===== src/rtl/serial_reduce_and.sv =====
// serial_reduce_and -- bit-serial AND reduction of a COUNT_OF_BITS-wide operand.
//
// The operand is captured into a shadow register when accepted, then examined
// one bit per clock, LSB first, through a single NAND-built AND gate
// (sheffer_and). The result is presented on a valid/ready output handshake.
//
// Ports:
//   clk        in   rising-edge clock
//   rst        in   asynchronous, active-high reset
//   bitvector  in   [COUNT_OF_BITS-1:0] operand, sampled only on acceptance
//   in_valid   in   operand valid
//   in_ready   out  block can accept an operand (IDLE only, low during reset)
//   reduce     out  registered AND of the examined bits
//   processed  out  registered count of bits examined
//   out_valid  out  reduce/processed valid (DONE only)
//   out_ready  in   consumer takes the result
//
// Build option:
//   SERIAL_REDUCE_EARLY_EXIT_EN  when defined, the scan stops at the first
//                                zero bit (reduce=0, processed=index+1).

// Two-input AND composed of NAND (Sheffer stroke) operations.
module sheffer_and (
   input  logic a,
   input  logic b,
   output logic y
);
   logic nand_ab;

   assign nand_ab = ~(a & b);
   assign y       = ~(nand_ab & nand_ab);
endmodule

module serial_reduce_and #(
   parameter int COUNT_OF_BITS = 4
) (
   input  logic                               clk,
   input  logic                               rst,
   input  logic [COUNT_OF_BITS-1:0]           bitvector,
   input  logic                               in_valid,
   output logic                               in_ready,
   output logic                               reduce,
   output logic [$clog2(COUNT_OF_BITS+1)-1:0] processed,
   output logic                               out_valid,
   input  logic                               out_ready
);
   localparam int PW = $clog2(COUNT_OF_BITS + 1);
   // A one-bit operand still needs a one-bit index register.
   localparam int IW = (COUNT_OF_BITS > 1) ? $clog2(COUNT_OF_BITS) : 1;

   typedef enum logic [1:0] {
      IDLE = 2'd0,
      RUN  = 2'd1,
      DONE = 2'd2
   } state_t;

   state_t                   state_reg;
   state_t                   state_next;
   logic [COUNT_OF_BITS-1:0] shadow_reg;
   logic                     acc_reg;
   logic [IW-1:0]            idx_reg;
   logic                     reduce_reg;
   logic [PW-1:0]            processed_reg;
   logic                     out_valid_reg;

   logic cur_bit;
   logic acc_and;
   logic last_bit;
   logic stop_run;
   logic accept;
   logic consume;

   assign cur_bit  = shadow_reg[idx_reg];
   assign last_bit = (idx_reg == IW'(COUNT_OF_BITS - 1));

   sheffer_and u_and (
      .a (acc_reg),
      .b (cur_bit),
      .y (acc_and)
   );

`ifdef SERIAL_REDUCE_EARLY_EXIT_EN
   // A zero bit already decides the result; stop scanning there.
   assign stop_run = last_bit | ~cur_bit;
`else
   assign stop_run = last_bit;
`endif

   assign accept  = (state_reg == IDLE) & in_valid;
   // The result is only offered once out_valid is up, so out_ready in the
   // first DONE cycle is ignored.
   assign consume = (state_reg == DONE) & out_valid_reg & out_ready;

   // State register
   always_ff @(posedge clk or posedge rst) begin
      if (rst) begin
         state_reg <= IDLE;
      end else begin
         state_reg <= state_next;
      end
   end

   // Next-state logic
   always_comb begin
      state_next = state_reg;
      case (state_reg)
         IDLE:    if (accept)   state_next = RUN;
         RUN:     if (stop_run) state_next = DONE;
         DONE:    if (consume)  state_next = IDLE;
         default:               state_next = IDLE;
      endcase
   end

   // Datapath: shadow capture, serial accumulate, result and valid registers
   always_ff @(posedge clk or posedge rst) begin
      if (rst) begin
         shadow_reg    <= '0;
         acc_reg       <= 1'b1;
         idx_reg       <= '0;
         reduce_reg    <= 1'b0;
         processed_reg <= '0;
         out_valid_reg <= 1'b0;
      end else begin
         case (state_reg)
            IDLE: begin
               if (accept) begin
                  shadow_reg <= bitvector;
                  acc_reg    <= 1'b1;
                  idx_reg    <= '0;
               end
            end
            RUN: begin
               acc_reg <= acc_and;
               idx_reg <= idx_reg + IW'(1);
               if (stop_run) begin
                  reduce_reg    <= acc_and;
                  // idx never exceeds COUNT_OF_BITS-1, so idx+1 fits in PW bits
                  processed_reg <= PW'(idx_reg) + PW'(1);
               end
            end
            DONE: begin
               // out_valid follows the DONE entry by one edge, giving the
               // COUNT_OF_BITS+1 edge acceptance-to-valid latency.
               if (!out_valid_reg) begin
                  out_valid_reg <= 1'b1;
               end else if (out_ready) begin
                  out_valid_reg <= 1'b0;
               end
            end
            default: begin
               out_valid_reg <= 1'b0;
            end
         endcase
      end
   end

   assign in_ready  = (state_reg == IDLE) & ~rst;
   assign reduce    = reduce_reg;
   assign processed = processed_reg;
   assign out_valid = out_valid_reg;
endmodule


===== config.mk =====
export PLATFORM = sky130hd
export DESIGN_NAME = serial_reduce_and
export DESIGN_NICKNAME = d
export VERILOG_FILES = /design/src/rtl/serial_reduce_and.sv
export SDC_FILE = /design/constraint.sdc
export NUM_CORES = 1
export LEC_CHECK = 0
export ABC_AREA = 1
export BUFFER_PORTS_ARGS = -buffer_cell sky130_fd_sc_hd__buf_2
export CAP_MARGIN = 20
export CORE_AREA = 2 2 39 41
export DETAILED_ROUTE_END_ITERATION = 10
export DIE_AREA = 0 0 41 43
export PLACE_DENSITY = 0.78
export RECOVER_POWER = 25
export SYNTH_ARGS = -nofsm -noshare
export SYNTH_HDL_FRONTEND = slang
export SYNTH_HIERARCHICAL = 1
export SYNTH_SLANG_ARGS = --single-unit

===== constraint.sdc =====
create_clock -name clk -period 1.6 [get_ports clk]
set_clock_uncertainty 0.2 [all_clocks]
set_input_delay 0.32 -clock clk [delete_from_list [all_inputs] [get_ports clk]]
set_output_delay 0.32 -clock clk [all_outputs]
set_load 0.01 [all_outputs]

# Word-level counts from Yosys, hierarchy flattened
# Index checks and enable logic that the tools add are counted.
classes:
  n_eq_ne: 6
  reduce_logical: 7
  add_sub_neg: 2
  mux: 13
  n_bitwise: 6
  order_cmp: 1
ops:
  columns: ["operator", "n"]
  rows:
  - ["$mux W2", 4]
  - ["$ne A2 B2 Y1 const B", 3]
  - ["$pmux W2 S3", 1]
  - ["$reduce_and A2 Y1", 3]
  - ["$and A1 B1 Y1", 5]
  - ["$eq A2 B2 Y1 const B", 2]
  - ["$mux W1", 4]
  - ["$pmux W1 S2", 2]
  - ["$pmux W2 S2", 1]
  - ["$add A2 B1 Y3 const B", 1]
  - ["$lt A2 B3 Y1 const B", 1]
  - ["$reduce_and A3 Y1", 1]
  - ["$add A2 B1 Y2 const B", 1]
  - ["$bmux W1 S2", 1]
  - ["$eq A2 B1 Y1 const B", 1]
  - ["$logic_not A2 Y1", 1]
  - ["$reduce_bool A2 Y1", 1]
  - ["$reduce_or A2 Y1", 1]
  - ["$not A1 Y1", 1]
totals:
  elab_cells: 42
  input_bits: 8
  out_inout_bits: 6
  ff_bits: 14

# Depth between registers and ports, before layout
# Gate-level depths: netlist of run 1.
logic_depth:
  word_depth: 5
  ltp_mapped: 8
  depth_no_buf: 8

# Cells and area by module
# Netlist of run 1, hierarchy kept.
modules_own_cells:
  columns: ["mod", "area_per_inst_um2", "cells_per_inst", "n_inst", "seq_area_each_um2"]
  rows:
  - ["serial_reduce_and", 616.8, 73, 1, 351.6]
  - ["sheffer_and", 7.5, 2, 1, 0.0]

# Worst setup path before layout of run 1
# Ideal clock, no wire load.
synth_path:
  kind: "reg-to-reg"
  startpoint: "reg idx_reg[0]"
  endpoint: "reg acc_reg"
  setup_time_ps: 91
  t_arrival_ps: 1005
  setup_slack_ps: 304
  period_less_slack_ps: 1296
  required_time_ps: 1309
  stages_incl_launch_ff: 8
  path_buffers: 0
  cell_sequence: "dfrtp_1 or2_2 nand2_1 nand2_1 nand2_1 inv_1 nor2_1 a21oi_1"
synth_between:
  elab_chain_cells: 4
synth_lines:
  columns: ["item", "line", "source"]
  rows:
  - ["start, declared", "61", "logic [IW-1:0] idx_reg;"]
  - ["start signal, assigned", "134", "idx_reg <= idx_reg + IW'(1);"]
  - ["$bmux W1 S2", "73", "assign cur_bit = shadow_reg[idx_reg];"]
  - ["$mux W1 (not written as such)", "73", null]
  - ["via cur_bit", "66", "logic cur_bit;"]
  - ["$and A1 B1 Y1", "30", "assign nand_ab = ~(a & b);"]
  - ["via acc_and", "67", "logic acc_and;"]
  - ["$pmux W1 S2", "124", "case (state_reg)"]
  - ["end signal, assigned", "133", "acc_reg <= acc_and;"]
  - ["end, declared", "60", "logic acc_reg;"]
# The timed path passes the listed nets, and every way through them passes these cells. The select of a mux whose other input is x is not followed.
# A chain may end at the register's enable or synchronous reset.

# Final worst setup path of run 1
layout_path:
  startpoint: "reg state_reg[1]"
  endpoint: "out in_ready"
layout_between:
  elab_chain_cells: 2
layout_lines:
  columns: ["item", "line", "source"]
  rows:
  - ["start, declared", "57", "state_t state_reg;"]
  - ["start signal, assigned", "99", "state_reg <= state_next;"]
  - ["$logic_not A2 Y1", "157", "assign in_ready = (state_reg == IDLE) & ~rst;"]
  - ["$and A1 B1 Y1", "157", null]
  - ["end, declared", "41", "output logic in_ready,"]
# Every way passes these cells.

==> flow_metrics.py, run 1 <==
metrics = {
    "final_layout": {
        "largest_reg_flops": 4,
        "layout.nets": 103,
        "drive_above_1_share": 0.2581,
        "utilization": 0.5452,
        "area_growth_pct": 20.84,
        "diodes": 0,
    },
    "synth": {
        "async_flop_share": 1.000,
        "yosysTopAreaCell": "dfrtp_1",
        "yosysTopAreaCellShare": 0.5210,
        "syn-instance-count": 75,
        "synth_warnings": 6,
        "synth_seq_cells": 14,
        "syn_area_per_cell_um2": 8.325,
        "ys_seq_area_frac": 0.5631,
        "ys.flop_type": "dfrtp_1",
        "syn-cell-area_um2": 624.3,
        "synth_common_cells": "nand2_1 (28), dfrtp_1 (13), inv_1 (11), o21ai_0 (6)",
        "synth_area_leaders": "dfrtp_1 (52%), nand2_1 (17%), inv_1 (6.6%)",
        "yosysMostFrequentCell": "nand2_1",
        "synth_nets": 84,
        "synth_edf_count": 0,
        "synth_cell_type_count": 16,
    },
    "cts": {
        "clock_latency_ns": 0.27,
        "clock_path_buffers": 2,
        "root_buffer": "clkbuf_4",
        "cts_made_buffers": 3,
        "cts.sinks": 14,
        "clkTransAtPathRegs_ns": 0.08,
        "ctsHtreeMaxLevel": 1,
        "cts_tree": "yes",
    },
    "timing": {
        "hold_violations": 0,
        "rsz0062_at_grt": "no",
        "max_slew_margin": 0.6621,
        "tightest_slew_ns": 0.5063,
        "final_max_slew_viol_count": 0,
        "post-route-period-util": 0.9509,
        "fmax_mhz": 657.3,
        "finalSetupViolCount": 0,
        "final.min_clock_period_ns": 1.521,
        "fin_ws_ns": 0.07851,
        "fin_tns_setup_ns": 0,
    },
    "routing": {
        "routed_wl_um": 1149,
        "wire_per_inst_um": 10.54,
        "drt_first_iter_violations": 8,
        "drtPass1Iterations": 4,
        "num_vias": 516,
        "via_per_inst": 4.734,
        "antenna_left": 0,
        "drc_errors": 0,
    },
    "outcome": {
        "status": "finished clean",
    },
    "global_route": {
        "first_global_vias": 508,
        "grt_pass1_wl_um": 1918,
        "grt_overflow": 0,
        "grt_max_degree": 15,
        "antenna_found_initial": 0,
        "grt_usage": 0.1663,
    },
    "floorplan": {
        "io_pins": 14,
        "start_util": 0.4512,
        "die_area_um2": 1763,
        "design.core.area_um2": 1384,
        "die_w_um": 41,
        "die_h_um": 43,
        "num_rows": 14,
    },
    "worst_setup_path": {
        "endpoint_kind": "primary output",
        "crit_required_ns": 1.08,
        "crit_fanout": 4,
        "worstSetupStartpointType": "flop",
        "path_class": "reg -> out",
        "cp.arrival_ns": 1.00,
    },
    "pwr": {
        "p_leak_nw": 0.4315,
        "vdd_drop_max_uv": 948.2,
        "power_density_nw_per_um2": 1966,
    },
    "placed_design": {
        "dp_hpwl_um": 868,
        "pre_cts_ws_ns": 0.2281,
        "place_congestion": 0.7358,
        "numPortBuffers": 13,
    },
    "hold_path": {
        "hold_class": "in -> reg",
    },
    "job": {
        "cap_violations": 0,
    },
}
==> through the flow <==
step	power [mW]	instances	hold WS [ns]	instance area (um2)
floorplan	1.058	75	0.008503	624.3
global placement	1.206	104	0.1854	709.4
detailed placement	1.232	104	0.1836	709.4
CTS	1.497	109	0.07746	755.7
global route	1.619	109	0.1237	754.5
finish	1.483	109	0.08404	754.5
==> repair_timing <==
| action | 4_1_cts | 5_1_grt |
|---|---|---|
| gates resized for setup | 0 | 1 |
| buffers inserted | 0 | 0 |
| hold buffers | 1 | 0 |
| setup endpoints to repair | 0 | 1 |
| hold endpoints to repair | 13 | 0 |
==> cells by family after synthesis <==
logic type | after synthesis | share of synthesized area
AOI/OAI and AO/OA | 8 | 0.06413
adders and majority gates | 1 | 0.02004
buffers and inverters | 13 | 0.07816
and+or+nand+nor | 39 | 0.2745
DFF | 14 | 0.5631
==> final cells by class <==
| type | count | area, um2 |
|---|---|---|
| fillers | 129 | 629.4 |
| flip-flops and latches | 14 | 351.6 |
| multi-input cells | 48 | 224.0 |
| repair buffers | 14 | 73.82 |
| inverters | 13 | 48.80 |
| clock buffers | 4 | 36.28 |
| well taps | 16 | 20.02 |
==> per-layer routing <==
layer	routed length, um	vias up	global-route usage	part of all wire
met3	29	2	0.01571	0.025
met2	621	9	0.2781	0.54
met1	478	239	0.1799	0.42
met5	0	-	0	0
li1	-	266	-	-
met4	19	0	0.1200	0.017
==> report_power, final <==
| part | total (mW) | switching [mW] | internal (mW) |
|---|---|---|---|
| Sequential | 0.653 | 0.124 | 0.529 |
| Clock | 0.247 | 0.109 | 0.138 |
| Combinational | 0.583 | 0.350 | 0.233 |
| Total | 1.48 | 0.583 | 0.900 |
==> layout by cell type, fill, tap and decap left out <==
master and instances:
clkbuf_8 1, a21oi_1 2, buf_2 12, nor2_1 1
inv_1 12, o21ai_0 6, dlygate4sd3_1 1, nand2_2 1
clkbuf_4 3, nand2_1 28, or2_2 2, dfrtp_1 13
nor3_2 1, dfstp_2 1, nand3_1 3, inv_2 1
or2_1 1, nor2_2 2, clkbuf_1 1, ha_1 1
==> path summary, 6_finish.rpt <==
kind	from	endpoint	slack, ns	cells past startpoint
max reg2reg	idx_reg[0]$_DFFE_PP0P_	reduce$_DFFE_PP0P_	0.19	7
min in group asynchronous	rst	shadow_reg[3]$_DFFE_PP0P_	0.42	3
max in group asynchronous	rst	acc_reg$_DFFE_PP1P_	0.43	3
min reg2reg	processed[2]$_DFFE_PP0P_	processed[2]$_DFFE_PP0P_	0.27	1
min	bitvector[2]	shadow_reg[2]$_DFFE_PP0P_	0.08	3
max	state_reg[1]$_DFFE_PP0P_	in_ready	0.08	2
==> worst max-delay path, stage by stage (launching register included) <==
cell and delay, ns:
dfrtp_1 0.44, nor3_2 0.15, buf_2 0.14
Power figures use the tool's default switching activity.
==> inputs of run 2 (changes only) <==
--- a/config.mk
+++ b/config.mk
@@ -9,10 +9,11 @@
 export BUFFER_PORTS_ARGS = -buffer_cell sky130_fd_sc_hd__buf_2
 export CAP_MARGIN = 20
 export CORE_AREA = 2 2 39 41
+export CTS_CLUSTER_DIAMETER = 100
 export DETAILED_ROUTE_END_ITERATION = 10
 export DIE_AREA = 0 0 41 43
 export PLACE_DENSITY = 0.78
-export RECOVER_POWER = 25
+export RECOVER_POWER = 100
 export SYNTH_ARGS = -nofsm -noshare
 export SYNTH_HDL_FRONTEND = slang
 export SYNTH_HIERARCHICAL = 1
==> run 2 against run 1 <==
  * Wire length increased by 0.44%
  * Sequential power about the same
  * Non-clock buffer count unchanged
  * Clock power about the same
  * Final area decreased by 1.2%
  * Die area unchanged
  * Critical endpoint unchanged
  * Fmax about the same
  * Combinational power decreased by 3%
  * Largest power group unchanged
  * Utilization decreased by 0.63 points
  * Final cell count unchanged
  * First-iteration DRC count unchanged
==> flow_metrics.py, run 2 (synthesis gave the netlist of run 1 again) <==
metrics = {
    "final_layout": {
        "diodes": 0,
        "final_common_cell": "nand2_1",
        "layout.nets": 103,
        "fin_area_um2": 745.7,
        "drive_above_1_share": 0.1935,
        "area_growth_pct": 19.44,
        "largest_reg_flops": 4,
        "final_cell_mix": "nand2_1 (28), dfrtp_1 (13), inv_1 (12)",
    },
    "global_route": {
        "first_global_vias": 508,
        "grt_usage": 0.1663,
        "antenna_found_initial": 0,
        "use_met1": 0.1799,
        "grtUsageMet3": 0.01571,
        "grt_overflow": 0,
        "grt_util_met2": 0.2781,
        "busiest_layer": "met2",
        "grt_pass1_wl_um": 1918,
        "grt_max_degree": 15,
    },
    "routing": {
        "via_per_inst": 4.661,
        "drc_errors": 0,
        "wire_per_inst_um": 10.59,
        "routed_wl_um": 1154,
        "num_vias": 508,
        "antenna_left": 0,
        "drtPass1Iterations": 4,
        "drt_first_iter_violations": 8,
    },
    "pwr": {
        "p_leak_nw": 0.4162,
        "vdd_drop_max_uv": 937.3,
        "power_mw": 1.465,
        "power_density_nw_per_um2": 1964,
    },
    "placed_design": {
        "dp_hpwl_um": 868,
        "place_congestion": 0.7358,
        "numPortBuffers": 13,
        "placed_area_um2": 709.4,
    },
    "timing": {
        "final.min_clock_period_ns": 1.523,
        "finalSetupViolCount": 0,
        "hold_violations": 0,
        "max_slew_margin": 0.6624,
        "final_max_slew_viol_count": 0,
        "rsz0062_at_grt": "no",
        "post-route-period-util": 0.9517,
        "fin_tns_setup_ns": 0,
        "fmax_mhz": 656.7,
        "tightest_slew_ns": 0.5059,
        "hold_slack_ns": 0.08359,
    },
    "worst_setup_path": {
        "crit_required_ns": 1.08,
        "worstPathCellList": "nor3_2, buf_2",
        "cpMaxStageDelayCell": "dfrtp_1",
        "worstSetupStartpointType": "flop",
        "r2r-start": "idx_reg[0]$_DFFE_PP0P_",
        "r2r_cells": 7,
        "r2r_slack_ns": 0.18,
        "crit_fanout": 4,
        "endpoint_kind": "primary output",
        "cp_slowest_stage_delay_ns": 0.44,
        "path_class": "reg -> out",
        "cp.arrival_ns": 1.00,
        "r2r-end": "reduce$_DFFE_PP0P_",
    },
    "floorplan": {
        "die_area_um2": 1763,
        "die_w_um": 41,
        "num_rows": 14,
        "start_util": 0.4512,
        "io_pins": 14,
        "die_h_um": 43,
        "design.core.area_um2": 1384,
    },
    "cts": {
        "cts.sinks": 14,
        "ctsHtreeMaxLevel": 1,
        "clkTransAtPathRegs_ns": 0.08,
        "clock_path_buffers": 2,
        "cts_tree": "yes",
        "clock_latency_ns": 0.27,
        "root_buffer": "clkbuf_4",
        "cts_made_buffers": 3,
    },
    "hold_path": {
        "hold_end": "shadow_reg[2]$_DFFE_PP0P_",
        "holdPathStages": 3,
        "hp-start": "bitvector[2]",
        "hold_class": "in -> reg",
    },
    "outcome": {
        "status": "finished clean",
    },
    "job": {
        "cap_violations": 0,
    },
}
## run 2: cell types whose count changed in the layout (fill, tap and decap cells not counted)
cell	change
nor2_1	+1
nor2_2	-1
clkbuf_1	+5
buf_2	-5
## run 2: layer usage
metal  share of wire  vias up
met3           0.019        2
met1            0.42      235
met2            0.54        7
met5               0        -
li1                -      264
met4           0.016        0
## run 2: power breakdown
part | switching [mW] | internal, mW
combinational | 0.346 | 0.218
sequential | 0.124 | 0.529
clock | 0.110 | 0.138
total | 0.580 | 0.885
## run 2: worst max-delay path by stage
stage / from / endpoint / slack (ns) / cells past startpoint
finish: state_reg[1]$_DFFE_PP0P_ / in_ready / 0.08 / 2
global route: state_reg[1]$_DFFE_PP0P_ / in_ready / 0.01 / 2
CTS: state_reg[0]$_DFFE_PP0P_ / in_ready / 0.04 / 2
detailed placement: idx_reg[0]$_DFFE_PP0P_ / reduce$_DFFE_PP0P_ / 0.23 / 7
global placement: idx_reg[0]$_DFFE_PP0P_ / acc_reg$_DFFE_PP1P_ / 0.26 / 7
floorplan: idx_reg[0]$_DFFE_PP0P_ / acc_reg$_DFFE_PP1P_ / 0.30 / 7
## run 2: area by class of cell
cell class	instances	area [um2]
Clock buffer	4	36.28
Timing Repair Buffer	14	67.56
Tap cell	16	20.02
Inverter	13	48.80
Multi-Input combinational cell	48	221.5
Sequential cell	14	351.6
Fill cell	132	638.1
## run 2: timing repair
item | CTS | global route
resized for setup | 0 | 1
hold endpoints to repair | 13 | 0
setup endpoints to repair | 0 | 1
hold buffers | 1 | 0
buffers inserted | 0 | 0
## run 2: worst max-delay path: cells and delay by family (launching register included)
family	cells	cell delay, ns
and+or+nand+nor	1	0.15
DFF	1	0.44
buffers and inverters	1	0.14
## run 2: metrics by stage
step	setup WS, ns	cells	utilization
after detailed placement	0.2281	104	0.5127
after global placement	0.2583	104	0.5127
final	0.07730	109	0.5389
after global routing	0.01080	109	0.5389
after floorplan	0.3036	75	-
after CTS	0.04138	109	0.5461
==> inputs of run 3 (changes only) <==
--- a/config.mk
+++ b/config.mk
@@ -8,11 +8,11 @@
 export ABC_AREA = 1
 export BUFFER_PORTS_ARGS = -buffer_cell sky130_fd_sc_hd__buf_2
 export CAP_MARGIN = 20
-export CORE_AREA = 2 2 39 41
+export CORE_AREA = 2 2 50 52
 export CTS_CLUSTER_DIAMETER = 100
 export DETAILED_ROUTE_END_ITERATION = 10
-export DIE_AREA = 0 0 41 43
-export PLACE_DENSITY = 0.78
+export DIE_AREA = 0 0 52 54
+export PLACE_DENSITY = 0.53
 export RECOVER_POWER = 100
 export SYNTH_ARGS = -nofsm -noshare
 export SYNTH_HDL_FRONTEND = slang
==> run 3 against run 2 <==
  * Die area grew 59%
  * Fmax grew 1.3%
  * Combinational power shrank 0.7%
  * Final cell count grew 14%
  * Sequential share of layout area shrank 1.1 points
==> flow_metrics.py, run 3 (synthesis gave the netlist of run 1 again) <==
metrics = {
    "outcome": {
        "status": "finished clean",
    },
    "worst_setup_path": {
        "path_class": "reg -> out",
        "r2r-start": "idx_reg[0]$_DFFE_PP0P_",
        "endpoint_kind": "primary output",
        "crit_fanout": 4,
        "cp.arrival_ns": 0.98,
        "worstSetupStartpointType": "flop",
        "cp-startpoint": "state_reg[1]$_DFFE_PP0P_",
        "crit_required_ns": 1.08,
    },
    "routing": {
        "drt_first_iter_violations": 4,
        "wire_per_inst_um": 9.613,
        "antenna_left": 0,
        "drtPass1Iterations": 2,
        "drc_errors": 0,
        "via_per_inst": 4.153,
        "num_vias": 515,
        "routed_wl_um": 1192,
    },
    "cts": {
        "root_buffer": "clkbuf_4",
        "clock_path_buffers": 2,
        "cts_resized": 0,
        "ctsHtreeMaxLevel": 1,
        "cts_made_buffers": 3,
        "clock_latency_ns": 0.28,
        "cts_tree": "yes",
        "clkTransAtPathRegs_ns": 0.08,
        "cts.sinks": 14,
    },
    "global_route": {
        "grt_max_degree": 15,
        "antenna_found_initial": 0,
        "grt_overflow": 0,
        "first_global_vias": 485,
        "grt_pass1_wl_um": 1938,
        "grt_usage": 0.09622,
    },
    "timing": {
        "tightest_slew_ns": 0.5424,
        "fin_tns_setup_ns": 0,
        "fmax_mhz": 665.3,
        "finalSetupViolCount": 0,
        "max_slew_margin": 0.6380,
        "hold_violations": 0,
        "final.min_clock_period_ns": 1.503,
        "rsz0062_at_grt": "no",
        "post-route-period-util": 0.9394,
        "final_max_slew_viol_count": 0,
    },
    "placed_design": {
        "place_congestion": 0.7351,
        "dp_hpwl_um": 892.1,
        "dp_cells": 118,
        "numPortBuffers": 13,
    },
    "final_layout": {
        "layout.cells.non_filler": 124,
        "final_common_cell": "nand2_1",
        "drive_above_1_share": 0.1915,
        "largest_reg_flops": 4,
        "diodes": 0,
        "layout.nets": 104,
        "area_growth_pct": 22.24,
        "final_cell_mix": "nand2_1 (28), dfrtp_1 (13), inv_1 (12)",
    },
    "pwr": {
        "vdd_drop_max_uv": 558.3,
        "p_leak_nw": 0.4184,
        "power_density_nw_per_um2": 1901,
    },
    "floorplan": {
        "die_area_um2": 2808,
        "die_w_um": 52,
        "die_h_um": 54,
        "num_rows": 18,
        "start_util": 0.2691,
        "design.core.area_um2": 2320,
        "io_pins": 14,
    },
    "hold_path": {
        "hold_class": "in -> reg",
        "hp-start": "bitvector[2]",
    },
    "job": {
        "cap_violations": 0,
    },
}
## run 3: per-stage QoR
| step | instance area, um2 | worst slack [ns] | total power, mW | hold slack, ns | util |
|---|---|---|---|---|---|
| 2_1_floorplan | 624.3 | 0.3036 | 1.058 | 0.008503 | - |
| 3_3_place_gp | 726.9 | 0.2490 | 1.220 | 0.1934 | 0.3134 |
| 3_5_place_dp | 726.9 | 0.2375 | 1.231 | 0.2053 | 0.3134 |
| 4_1_cts | 773.2 | 0.02812 | 1.497 | 0.07792 | 0.3333 |
| 5_1_grt | 763.2 | 0.03265 | 1.604 | 0.09522 | 0.3290 |
| 6_report | 763.2 | 0.09699 | 1.451 | 0.08275 | 0.3290 |
## run 3: final timing paths
path,to,slack [ns],cells past startpoint
setup / recovery,in_ready,0.1,2
hold / removal,shadow_reg[2]$_DFFE_PP0P_,0.08,3
setup reg to reg,acc_reg$_DFFE_PP1P_,0.22,7
hold reg to reg,acc_reg$_DFFE_PP1P_,0.27,2
max in group asynchronous,acc_reg$_DFFE_PP1P_,0.39,3
min in group asynchronous,out_valid$_DFFE_PP0N_,0.44,3
## run 3: critical path, cell delays in order (launching register included)
cell	delay, ns
dfrtp_1	0.42
nor3_1	0.13
buf_2	0.15
## run 3: where the power goes
group / internal [mW] / switching (mW) / total [mW]
Sequential: 0.529 / 0.112 / 0.641
Combinational: 0.220 / 0.339 / 0.560
Clock: 0.138 / 0.112 / 0.251
## run 3: layout make-up
class                           instances  area (um2)
Clock buffer                            4       36.28
Inverter                               13       48.80
Fill cell                             258        1556
Multi-Input combinational cell         48       216.5
Tap cell                               30       37.54
Sequential cell                        14       351.6
Timing Repair Buffer                   15       72.57
## run 3: what timing repair did
action / CTS / global route
setup buffers: 0 / 1
hold buffers: 1 / 0
hold endpoints to repair: 13 / 0
setup endpoints to repair: 0 / 1
## run 3: layer usage
layer / global-route usage / vias up / wire [um]
li1: - / 264 / -
met1: 0.1164 / 236 / 576
met2: 0.1498 / 10 / 549
met3: 0.01667 / 5 / 37
met4: 0.07895 / 0 / 29
met5: 0 / - / 0
